**src/rtl/id_ex_stage.sv**
```systemverilog
// ID/EX pipeline register with EX-stage operand forwarding for the pipelined RV32I core.
// Holds the decoded instruction for one cycle and feeds forwarded operands straight into the ALU.
module id_ex_stage #(
  parameter int XLEN       = 32,
  parameter int REG_ADDR_W = 5
) (
  input  logic                  clk,
  input  logic                  reset,
  input  logic                  StallE,
  input  logic                  FlushE,
  input  logic                  ValidD,
  input  logic [XLEN-1:0]       RD1D,
  input  logic [XLEN-1:0]       RD2D,
  input  logic [XLEN-1:0]       ImmExtD,
  input  logic [XLEN-1:0]       PCD,
  input  logic [REG_ADDR_W-1:0] Rs1D,
  input  logic [REG_ADDR_W-1:0] Rs2D,
  input  logic [REG_ADDR_W-1:0] RdD,
  input  logic [3:0]            ALUControlD,
  input  logic                  ALUSrcD,
  input  logic                  SrcASelD,
  input  logic                  RegWriteD,
  input  logic                  MemWriteD,
  input  logic                  BranchD,
  input  logic                  JumpD,
  input  logic [1:0]            ResultSrcD,
  input  logic [XLEN-1:0]       ALUResultM,
  input  logic [XLEN-1:0]       ResultW,
  input  logic [REG_ADDR_W-1:0] RdM,
  input  logic [REG_ADDR_W-1:0] RdW,
  input  logic                  RegWriteM,
  input  logic                  RegWriteW,
  output logic [XLEN-1:0]       SrcAE,
  output logic [XLEN-1:0]       SrcBE,
  output logic [3:0]            ALUControlE,
  output logic [XLEN-1:0]       WriteDataE,
  output logic [XLEN-1:0]       ImmExtE,
  output logic [XLEN-1:0]       PCE,
  output logic [REG_ADDR_W-1:0] RdE,
  output logic [REG_ADDR_W-1:0] Rs1E,
  output logic [REG_ADDR_W-1:0] Rs2E,
  output logic                  RegWriteE,
  output logic                  MemWriteE,
  output logic                  BranchE,
  output logic                  JumpE,
  output logic [1:0]            ResultSrcE,
  output logic                  ValidE,
  output logic [1:0]            ForwardAE,
  output logic [1:0]            ForwardBE
);

  logic [XLEN-1:0] rd1_e;
  logic [XLEN-1:0] rd2_e;
  logic            alu_src_e;
  logic            srca_sel_e;
  logic [XLEN-1:0] fwd_a;
  logic [XLEN-1:0] fwd_b;

  // A flush inserts the same all-zero bubble as reset; a bubble decodes as an invalid ADD.
  always_ff @(posedge clk) begin
    if (reset || FlushE) begin
      ValidE      <= 1'b0;
      rd1_e       <= '0;
      rd2_e       <= '0;
      ImmExtE     <= '0;
      PCE         <= '0;
      Rs1E        <= '0;
      Rs2E        <= '0;
      RdE         <= '0;
      ALUControlE <= '0;
      alu_src_e   <= 1'b0;
      srca_sel_e  <= 1'b0;
      RegWriteE   <= 1'b0;
      MemWriteE   <= 1'b0;
      BranchE     <= 1'b0;
      JumpE       <= 1'b0;
      ResultSrcE  <= '0;
    end else if (!StallE) begin
      ValidE      <= ValidD;
      rd1_e       <= RD1D;
      rd2_e       <= RD2D;
      ImmExtE     <= ImmExtD;
      PCE         <= PCD;
      Rs1E        <= Rs1D;
      Rs2E        <= Rs2D;
      RdE         <= RdD;
      ALUControlE <= ALUControlD;
      alu_src_e   <= ALUSrcD;
      srca_sel_e  <= SrcASelD;
      RegWriteE   <= RegWriteD & ValidD;
      MemWriteE   <= MemWriteD & ValidD;
      BranchE     <= BranchD & ValidD;
      JumpE       <= JumpD & ValidD;
      ResultSrcE  <= ResultSrcD;
    end
  end

  // MEM is younger than WB, so its result wins; x0 is hardwired and never forwarded.
  always_comb begin
    ForwardAE = 2'b00;
    ForwardBE = 2'b00;
    if (RegWriteM && (RdM != '0) && (RdM == Rs1E)) begin
      ForwardAE = 2'b10;
    end else if (RegWriteW && (RdW != '0) && (RdW == Rs1E)) begin
      ForwardAE = 2'b01;
    end
    if (RegWriteM && (RdM != '0) && (RdM == Rs2E)) begin
      ForwardBE = 2'b10;
    end else if (RegWriteW && (RdW != '0) && (RdW == Rs2E)) begin
      ForwardBE = 2'b01;
    end
  end

  always_comb begin
    fwd_a = rd1_e;
    fwd_b = rd2_e;
    case (ForwardAE)
      2'b10:   fwd_a = ALUResultM;
      2'b01:   fwd_a = ResultW;
      default: fwd_a = rd1_e;
    endcase
    case (ForwardBE)
      2'b10:   fwd_b = ALUResultM;
      2'b01:   fwd_b = ResultW;
      default: fwd_b = rd2_e;
    endcase
  end

  // Stores always need the real rs2 value, even when the ALU takes the immediate.
  assign WriteDataE = fwd_b;
  assign SrcAE      = srca_sel_e ? PCE : fwd_a;
  assign SrcBE      = alu_src_e ? ImmExtE : fwd_b;

endmodule

```
**config.mk**
```make
export PLATFORM = sky130hd
export DESIGN_NAME = id_ex_stage
export DESIGN_NICKNAME = d
export VERILOG_FILES = /design/src/rtl/id_ex_stage.sv
export SDC_FILE = /design/constraint.sdc
export NUM_CORES = 1
export LEC_CHECK = 0
export ABC_AREA = 1
export ABC_CLOCK_PERIOD_IN_PS = 1900
export BUFFER_PORTS_ARGS = -buffer_cell sky130_fd_sc_hd__buf_2
export CORE_AREA = 2 2 164 166
export DETAILED_ROUTE_END_ITERATION = 8
export DIE_AREA = 0 0 166 168
export GPL_TIMING_DRIVEN = 0
export PLACE_DENSITY = 0.69
export SKIP_LAST_GASP = 1
export SLEW_MARGIN = 20
export SYNTH_ARGS = -nofsm -noshare
export SYNTH_HDL_FRONTEND = slang
export SYNTH_SLANG_ARGS = --single-unit
```
**constraint.sdc**
```tcl
create_clock -name clk -period 1.9 [get_ports clk]
set_clock_uncertainty 0.15 [all_clocks]
set_input_delay 0.19 -clock clk [delete_from_list [all_inputs] [get_ports clk]]
set_output_delay 0.19 -clock clk [all_outputs]
set_load 0.05 [all_outputs]
```
==> flow_summary.toml, run 1 <==
[worst_setup_path]
worstPathCellList = "xor2_1 > nor2_4 > nand3_4 > buf_12 > buf_12 > nand3_1 > nand3_4 > nand2_2 > nand2_4 > buf_8"
cp_max_fo = 9
crit_start = "Rs2E[3]"
cp_slowest_stage_delay_ns = 0.40
path_class = "flop to primary output"
critPathRequiredTime_ns = 1.56
critPathLaunchType = "flop"
rrSetupSlack_ns = 0.42
crit_family = "simple AND/OR/NAND/NOR gates"
cp-end-kind = "primary output"
crit_arrival_ns = 2.22
cpMaxStageDelayCell = "dfxtp_4"
cp.buffers_inverters = 3
r2r_start = "srca_sel_e"

[final_layout]
syn_to_final_growth_pct = 96.0
nets = 2191
seq_area_sq_um = 3160
fillers = 2134
drive_gt1_frac = 0.436
fin_util = 0.634
multiInputGateArea_sq_um = 6370

[yosys]
syn-instance-count = 1316
syn_area_sq_um = 8530
synth_nets = 1552
synth_top_area_share = 0.366
syn_avg_cell_area_sq_um = 6.48
ys_ff_latch = 156
yosysSeqAreaShare = 0.366
yosysTopAreaCell = "dfxtp_1"
yosysWarnings = 0
yosysUniqueCellTypes = 27
synthTopCellsByArea = "dfxtp_1 37%, nand2_1 23%, nand3_1 11%"

[placed_design]
gp_congestion = 0.950
numPortBuffers = 424
place_hpwl_um = 32100

[clocking]
worstSkewPairLatency_ns = 0.43
cts.clk_slew.worst_paths_ns = 0.07
cts_max_level = 4
cts_tree = "built"
cts-root-buf = "clkbuf_16"
cts.path.max_buffers = 2
cts_made_buffers = 17
cts_sinks = 156

[pwr]
switchingPower_uw = 3320
p_per_area_nw_per_um2 = 592
ir_drop_mv = 0.406
power_switching_share = 0.336
pwr-share-clk = 0.368
intPower_uw = 6580
p_comb_frac = 0.282
p_leak_uw = 0.00778
finalPower_uw = 9900
seqPwrFrac = 0.350

[die]
dieHeight_um = 168
die_w_um = 166
core_sq_um = 26400
io_pins = 426
initial_core_util = 0.324
num_rows = 60
dieArea_sq_um = 27900

[routing]
routed_via_density = 5.03
drt-wirelength-per-cell_um = 19.4
ant_nets = 0
dr.pass1.iters = 5
drc = 0
drtIter0Drc = 870
vias = 11700
wirelength_um = 45100

[sta]
max_slew_margin = 0.353
drv_slew = 0
period_minus_slack_ns = 2.56
hold_violations = 0
rsz0062_at_grt = "true"
setup_viol = 100
post-route-period-util = 1.35
fmaxAchievable_ghz = 0.391
worstMarginPinSlew_ns = 0.971
worst_slack_ns = -0.659

[global_route]
grt_remaining_overflow = 0
first_global_vias = 11100
track_usage = 0.291
grt_pass1_wl_um = 62800
antenna_found_initial = 20
grt_max_degree = 17

[flow_run]
cap_violations = 0

[outcome]
failed_checks = "setup timing"
status = "finished, violations left"

[min_path]
hp-start = "StallE"
hold_path_class = "input port to flop"
## placed cells by master, fill, tap and decap left out, types with 27 or more instances in the layout
cell	netlist	routed
a21oi_1	150	150
buf_2	26	333
buf_4	1	27
buf_6	12	61
buf_8	1	49
clkbuf_1	49	47
dfxtp_1	156	146
dlygate4sd3_1	0	157
inv_1	80	70
nand2_1	516	438
nand2_2	1	29
nand2_4	1	51
nand3_1	188	61
nand3_2	41	89
nand3_4	0	79
or2_2	32	32
## synth_stat cells
library cell	count
xnor2_1	10
nand3b_1	1
dfxtp_1	156
nand2_1	516
clkbuf_1	49
inv_2	2
nor2_4	2
nor2b_1	1
nand3_2	41
nor2_1	20
or2_1	1
buf_8	1
buf_2	26
inv_1	80
nor3_4	1
buf_4	1
nand3_1	188
a21oi_1	150
buf_1	11
or2_2	32
xor2_1	5
buf_6	12
nand2_2	1
nand2_4	1
a211oi_1	6
nor2_2	1
nand3b_2	1
## worst paths after layout
check	endpoint	cells past startpoint
max	SrcBE[27]	10
min	rd2_e[22]	4
max reg2reg	srca_sel_e	4
min reg2reg	ALUControlE[0]	2
## kinds of logic after synthesis
kind of cell | synth area share
simple gates | 0.429
buf+inv | 0.0962
compound gates | 0.0933
flops | 0.366
xor+xnor | 0.0154
## stage by stage
step	setup TNS, ns	cells	area (sq um)	hold WS, ns	setup WS, ns
after global routing	-63.54	2327	16700	0.276	-0.739
after global placement	-46.19	2081	11900	0.282	-0.459
after floorplan	-5.47	1316	9310	0.174	-0.117
final	-54.46	2327	16700	0.247	-0.659
after CTS	-53.24	2282	15100	0.242	-0.642
after detailed placement	-52.36	2081	11900	0.289	-0.462
## worst min-delay path: cells and delay by family
| family | cells | cell delay, ns |
|---|---|---|
| buf+inv | 2 | 0.43 |
| simple gates | 1 | 0.11 |
| compound gates | 1 | 0.06 |
## layout make-up
class                           count  area share
Multi-Input combinational cell    978       0.381
Timing Repair Buffer              620       0.301
Sequential cell                   156       0.189
Buffer                            100      0.0454
Clock buffer                       19      0.0265
Tap cell                          341      0.0255
Inverter                           82      0.0191
Clock inverter                     13     0.00988
Antenna cell                       18     0.00269
## registers in the layout, indices dropped and copies added (netlist names)
register     count
Rs1E             5
rd1_e           32
alu_src_e        1
RegWriteE        1
PCE             32
ImmExtE         32
RdE              5
JumpE            1
BranchE          1
rd2_e           32
Rs2E             5
ALUControlE      4
ValidE           1
MemWriteE        1
ResultSrcE       2
srca_sel_e       1
## power by group through the flow
stage                     combinational [uW]  sequential, uW  clock (uW)
after floorplan                         1130            3710           0
after global placement                  2040            3520           0
after detailed placement                2060            3520           0
after CTS                               2540            3450        3640
after global routing                    2940            3470        3760
final                                   2800            3460        3640
## timing repair
| item | CTS | global route |
|---|---|---|
| setup endpoints to repair | 101 | 100 |
| resized for setup | 268 | 253 |
| hold endpoints to repair | 156 | 0 |
| pin swaps | 35 | 67 |
| setup buffers | 9 | 18 |
| gates cloned | 3 | 9 |
| hold buffers | 157 | 0 |
## routing by layer
layer,part of all wire,GRT usage,vias up
met4,0.053,0.150,4
li1,-,-,5514
met3,0.058,0.0543,155
met2,0.50,0.508,627
met1,0.39,0.341,5414
met5,0.00073,0,-
Note: power is estimated with default switching activity, not from simulation.
==> inputs of run 2 (changes only) <==
--- a/config.mk
+++ b/config.mk
@@ -12,9 +12,8 @@
 export DETAILED_ROUTE_END_ITERATION = 8
 export DIE_AREA = 0 0 166 168
 export GPL_TIMING_DRIVEN = 0
-export PLACE_DENSITY = 0.69
+export PLACE_DENSITY_LB_ADDON = 0.15
 export SKIP_LAST_GASP = 1
-export SLEW_MARGIN = 20
 export SYNTH_ARGS = -nofsm -noshare
 export SYNTH_HDL_FRONTEND = slang
 export SYNTH_SLANG_ARGS = --single-unit
==> flow_summary.toml, run 2 (synthesis gave the netlist of run 1 again) <==
[worst_setup_path]
critPathRequiredTime_ns = 1.56
cp-end-kind = "primary output"
crit_family = "simple AND/OR/NAND/NOR gates"
cp.buffers_inverters = 2
crit_arrival_ns = 2.22
cp_slowest_stage_delay_ns = 0.39
worstPathCellList = "xnor2_1 > nand3_1 > nor2_4 > buf_2 > nand3_2 > nand3_4 > nand2_2 > nand2_4 > buf_6"
critPathLaunchType = "flop"
cp_max_fo = 5
cpMaxStageDelayCell = "dfxtp_4"
path_class = "flop to primary output"

[outcome]
failed_checks = "setup timing"
status = "finished, violations left"

[die]
dieArea_sq_um = 27900
num_rows = 60
io_pins = 426
core_sq_um = 26400
initial_core_util = 0.324
dieHeight_um = 168
die_w_um = 166

[final_layout]
fin_area_sq_um = 16200
nets = 2179
fin_cells = 2310
final_cell_mix = "422 x nand2_1, 337 x buf_2, 156 x dlygate4sd3_1, 150 x a21oi_1, 146 x dfxtp_1"
fin_util = 0.616
final_common_cell = "nand2_1"
drive_gt1_frac = 0.453
syn_to_final_growth_pct = 90.4

[routing]
drt-wirelength-per-cell_um = 18.7
dr.pass1.iters = 6
vias = 11200
ant_nets = 0
wirelength_um = 43200
drc = 0
routed_via_density = 4.86
drtIter0Drc = 681

[global_route]
grt_pass1_wl_um = 63000
grt_remaining_overflow = 0
track_usage = 0.290
grt_max_degree = 17
first_global_vias = 11000
antenna_found_initial = 13

[clocking]
cts_made_buffers = 17
cts_max_level = 4
cts-root-buf = "clkbuf_16"
cts.path.max_buffers = 2
cts_sinks = 156
cts_tree = "built"
worstSkewPairLatency_ns = 0.43
cts.clk_slew.worst_paths_ns = 0.07

[placed_design]
place_hpwl_um = 31600
gp_congestion = 0.917
dp_cells = 2081
post-place-ws_ns = -0.441
numPortBuffers = 424
dpl-instance-area_sq_um = 11900

[flow_run]
cap_violations = 0

[sta]
fmaxAchievable_ghz = 0.391
period_minus_slack_ns = 2.56
hold_violations = 0
post-route-period-util = 1.35
drv_slew = 0
worstMarginPinSlew_ns = 0.961
worst_slack_ns = -0.658
setup_viol = 100
max_slew_margin = 0.359
rsz0062_at_grt = "true"

[pwr]
p_leak_uw = 0.00759
ir_drop_mv = 0.520
p_per_area_nw_per_um2 = 589

[min_path]
hold_path_class = "input port to flop"
==> run 2: changes by cell type in the layout (fill, tap and decap cells not counted), moves of 16 or more <==
| cell | before | now |
|---|---|---|
| buf_8 | 49 | 65 |
| inv_1 | 70 | 51 |
| inv_2 | 9 | 28 |
| nand2_1 | 438 | 422 |
| nand2_2 | 29 | 55 |
| nand3_2 | 89 | 125 |
| nand3_4 | 79 | 49 |
==> run 2: worst register-to-register path, cell delays in order (launching register included) <==
cell and delay [ns]:
dfxtp_1 0.31, clkbuf_1 0.28, inv_1 0.23, a211oi_1 0.26
==> run 2: layout make-up <==
| type | instances | area [sq um] |
|---|---|---|
| buffer | 99 | 716 |
| fill | 2331 | 10100 |
| sequential | 156 | 3160 |
| timing repair buffer | 609 | 4890 |
| tap | 341 | 427 |
| multi-input combinational | 978 | 6140 |
| inverter | 82 | 317 |
| clock buffer | 19 | 454 |
| antenna | 13 | 32.5 |
| clock inverter | 13 | 105 |
==> run 2: final timing paths <==
path | start | to | slack (ns) | cells after the start
worst max-delay path | Rs2E[4] | SrcBE[10] | -0.66 | 9
worst min-delay path | StallE | rd2_e[20] | 0.23 | 4
worst max register to register | alu_src_e | alu_src_e | 0.58 | 3
worst min register to register | ResultSrcE[1] | ResultSrcE[1] | 0.31 | 2
==> run 2: timing repair <==
action | 4_1_cts | 5_1_grt
hold endpoints to repair | 156 | 0
hold buffers | 156 | 0
gates resized for setup | 312 | 211
cloned | 7 | 4
buffers inserted | 13 | 5
pin swaps | 45 | 45
endpoints found under the setup margin | 100 | 105
==> run 2: metrics by stage <==
step           hold WS, ns  power [uW]  setup TNS (ns)
6_report             0.233        9570          -56.18
5_1_grt              0.285        9890          -63.69
4_1_cts              0.230        9420          -56.50
3_5_place_dp         0.293        5570          -53.86
3_3_place_gp         0.282        5560          -49.34
2_1_floorplan        0.174        4840           -5.47
==> run 2: power breakdown <==
part | leakage [uW] | switching [uW] | internal, uW | total [uW]
Clock | 0.000268 | 1580 | 1780 | 3370
Combinational | 0.00605 | 1660 | 1090 | 2750
Sequential | 0.00128 | 90.9 | 3370 | 3460
==> run 2: metal layers <==
| layer | share of wire | global-route usage | up-vias |
|---|---|---|---|
| met5 | 0 | 0 | - |
| met4 | 0.033 | 0.112 | 0 |
| met3 | 0.059 | 0.0404 | 95 |
| met2 | 0.51 | 0.520 | 485 |
| met1 | 0.40 | 0.353 | 5164 |
| li1 | - | - | 5474 |
==> inputs of run 3 (changes only) <==
==> constraint.sdc (replaced) <==
create_clock -name clk -period 1.9 [get_ports clk]
set_clock_uncertainty 0.15 [all_clocks]
set_input_delay 0.38 -clock clk [delete_from_list [all_inputs] [get_ports clk]]
set_output_delay 0.38 -clock clk [all_outputs]
set_load 0.05 [all_outputs]
==> flow_summary.toml, run 3 (synthesis gave the netlist of run 1 again) <==
[routing]
ant_nets = 0
vias = 10400
drt-wirelength-per-cell_um = 19.0
drtIter0Drc = 621
routed_via_density = 4.82
wirelength_um = 40800
dr.pass1.iters = 7
drc = 0

[sta]
max_slew_margin = 0.367
worst_slack_ns = -0.846
worstMarginPinSlew_ns = 0.950
rsz0062_at_grt = "true"
fmaxAchievable_ghz = 0.364
post-route-period-util = 1.45
hold_ws_ns = 0.0340
setup_viol = 100
period_minus_slack_ns = 2.75
hold_violations = 0
drv_slew = 0
fin_tns_setup_ns = -73.22

[pwr]
p_per_area_nw_per_um2 = 637
ir_drop_mv = 0.514
p_leak_uw = 0.00704

[clocking]
cts-root-buf = "clkbuf_16"
cts_tree = "built"
cts.clk_slew.worst_paths_ns = 0.07
cts_max_level = 4
cts.path.max_buffers = 2
worstSkewPairLatency_ns = 0.43
cts_sinks = 156
hold_buffers = 0
cts_made_buffers = 17

[global_route]
grt_remaining_overflow = 0
track_usage = 0.270
first_global_vias = 9862
antenna_found_initial = 17
grt_max_degree = 17
grt_pass1_wl_um = 57800

[final_layout]
final_cell_mix = "434 x nand2_1, 333 x buf_2, 150 x a21oi_1, 146 x dfxtp_1, 103 x nand3_2"
fin_area_sq_um = 14900
drive_gt1_frac = 0.486
nets = 2020
final_common_cell = "nand2_1"
fillers = 2501
syn_to_final_growth_pct = 75.2
fin_util = 0.567

[min_path]
hold_path_class = "input port to flop"
hp-start = "RdD[2]"
worstHoldEndpoint = "RdE[2]"
hold_depth = 3

[worst_setup_path]
rrSetupSlack_ns = 0.60
critPathLaunchType = "flop"
crit_arrival_ns = 2.22
path_class = "flop to primary output"
cp-end-kind = "primary output"
cp_max_fo = 6
r2r_cells = 4
r2r_start = "srca_sel_e"
critPathRequiredTime_ns = 1.37
reg2reg_to = "srca_sel_e"

[placed_design]
gp_congestion = 0.949
dpl-instance-area_sq_um = 11900
numPortBuffers = 424
post-place-ws_ns = -0.749
place_hpwl_um = 31400

[die]
dieArea_sq_um = 27900
initial_core_util = 0.324
io_pins = 426
core_sq_um = 26400
num_rows = 60
die_w_um = 166
dieHeight_um = 168

[outcome]
failed_checks = "setup timing"
status = "finished, violations left"

[flow_run]
cap_violations = 0
==> run 3: changes by cell type in the layout (fill, tap and decap cells not counted), moves of 9 or more <==
cell           previous run  this run
buf_8                    65        75
nand3_2                 125       103
nand2_4                  41        50
dlygate4sd3_1           156         0
nand3_4                  49        65
nand2_1                 422       434
nand2_2                  55        34
==> run 3: per-stage QoR <==
stage	std cells	power, uW
2_1_floorplan	1316	4840
3_3_place_gp	2081	5550
3_5_place_dp	2081	5560
4_1_cts	2127	9380
5_1_grt	2154	9870
6_report	2154	9520
==> run 3: worst max path at each step <==
stage	from	to	slack (ns)	depth (start not counted)
2_1_floorplan	Rs1E[0]	ForwardAE[0]	-0.31	10
3_3_place_gp	RdM[3]	SrcAE[8]	-0.74	11
3_5_place_dp	RdW[0]	SrcBE[30]	-0.75	12
4_1_cts	Rs2E[4]	SrcBE[0]	-0.80	9
5_1_grt	Rs2E[1]	SrcBE[23]	-0.90	13
6_report	Rs2E[1]	SrcBE[23]	-0.85	13
==> run 3: critical path, cell delays in order (launching register included) <==
cell       delay [ns]
dfxtp_4          0.39
inv_4            0.05
nand2_1          0.06
nand2_1          0.08
nor2_2           0.11
nand3_2          0.10
nor2_4           0.17
buf_12           0.17
clkbuf_16        0.16
nand3_4          0.07
nand3_4          0.10
nand2_2          0.07
nand2_4          0.09
buf_8            0.15
==> run 3: repair_timing <==
action                                  in CTS  in global routing
buffers inserted                             9                  6
cloned                                       5                  5
pin swaps                                   26                 66
hold endpoints to repair                     0                  0
endpoints found under the setup margin     126                150
resized for setup                          272                326
==> run 3: metal layers <==
layer  routed length, um  GRT usage
met5                  13          0
met4                1450      0.113
met3                2120     0.0423
met2               20300      0.467
met1               17000      0.336
==> run 3: area by class of cell <==
cell class	count	area (sq um)	area share
Timing Repair Buffer	449	3380	0.226
Clock inverter	14	148	0.00988
Multi-Input combinational cell	978	6260	0.419
Inverter	82	319	0.0214
Tap cell	341	427	0.0286
Clock buffer	18	450	0.0301
Antenna cell	16	40.0	0.00268
Sequential cell	156	3160	0.212
Buffer	100	756	0.0506
==> run 3: power by group <==
group	internal, uW	switching, uW	total [uW]
clock	1940	1630	3570
combinational	887	1600	2480
sequential	3360	93.0	3460
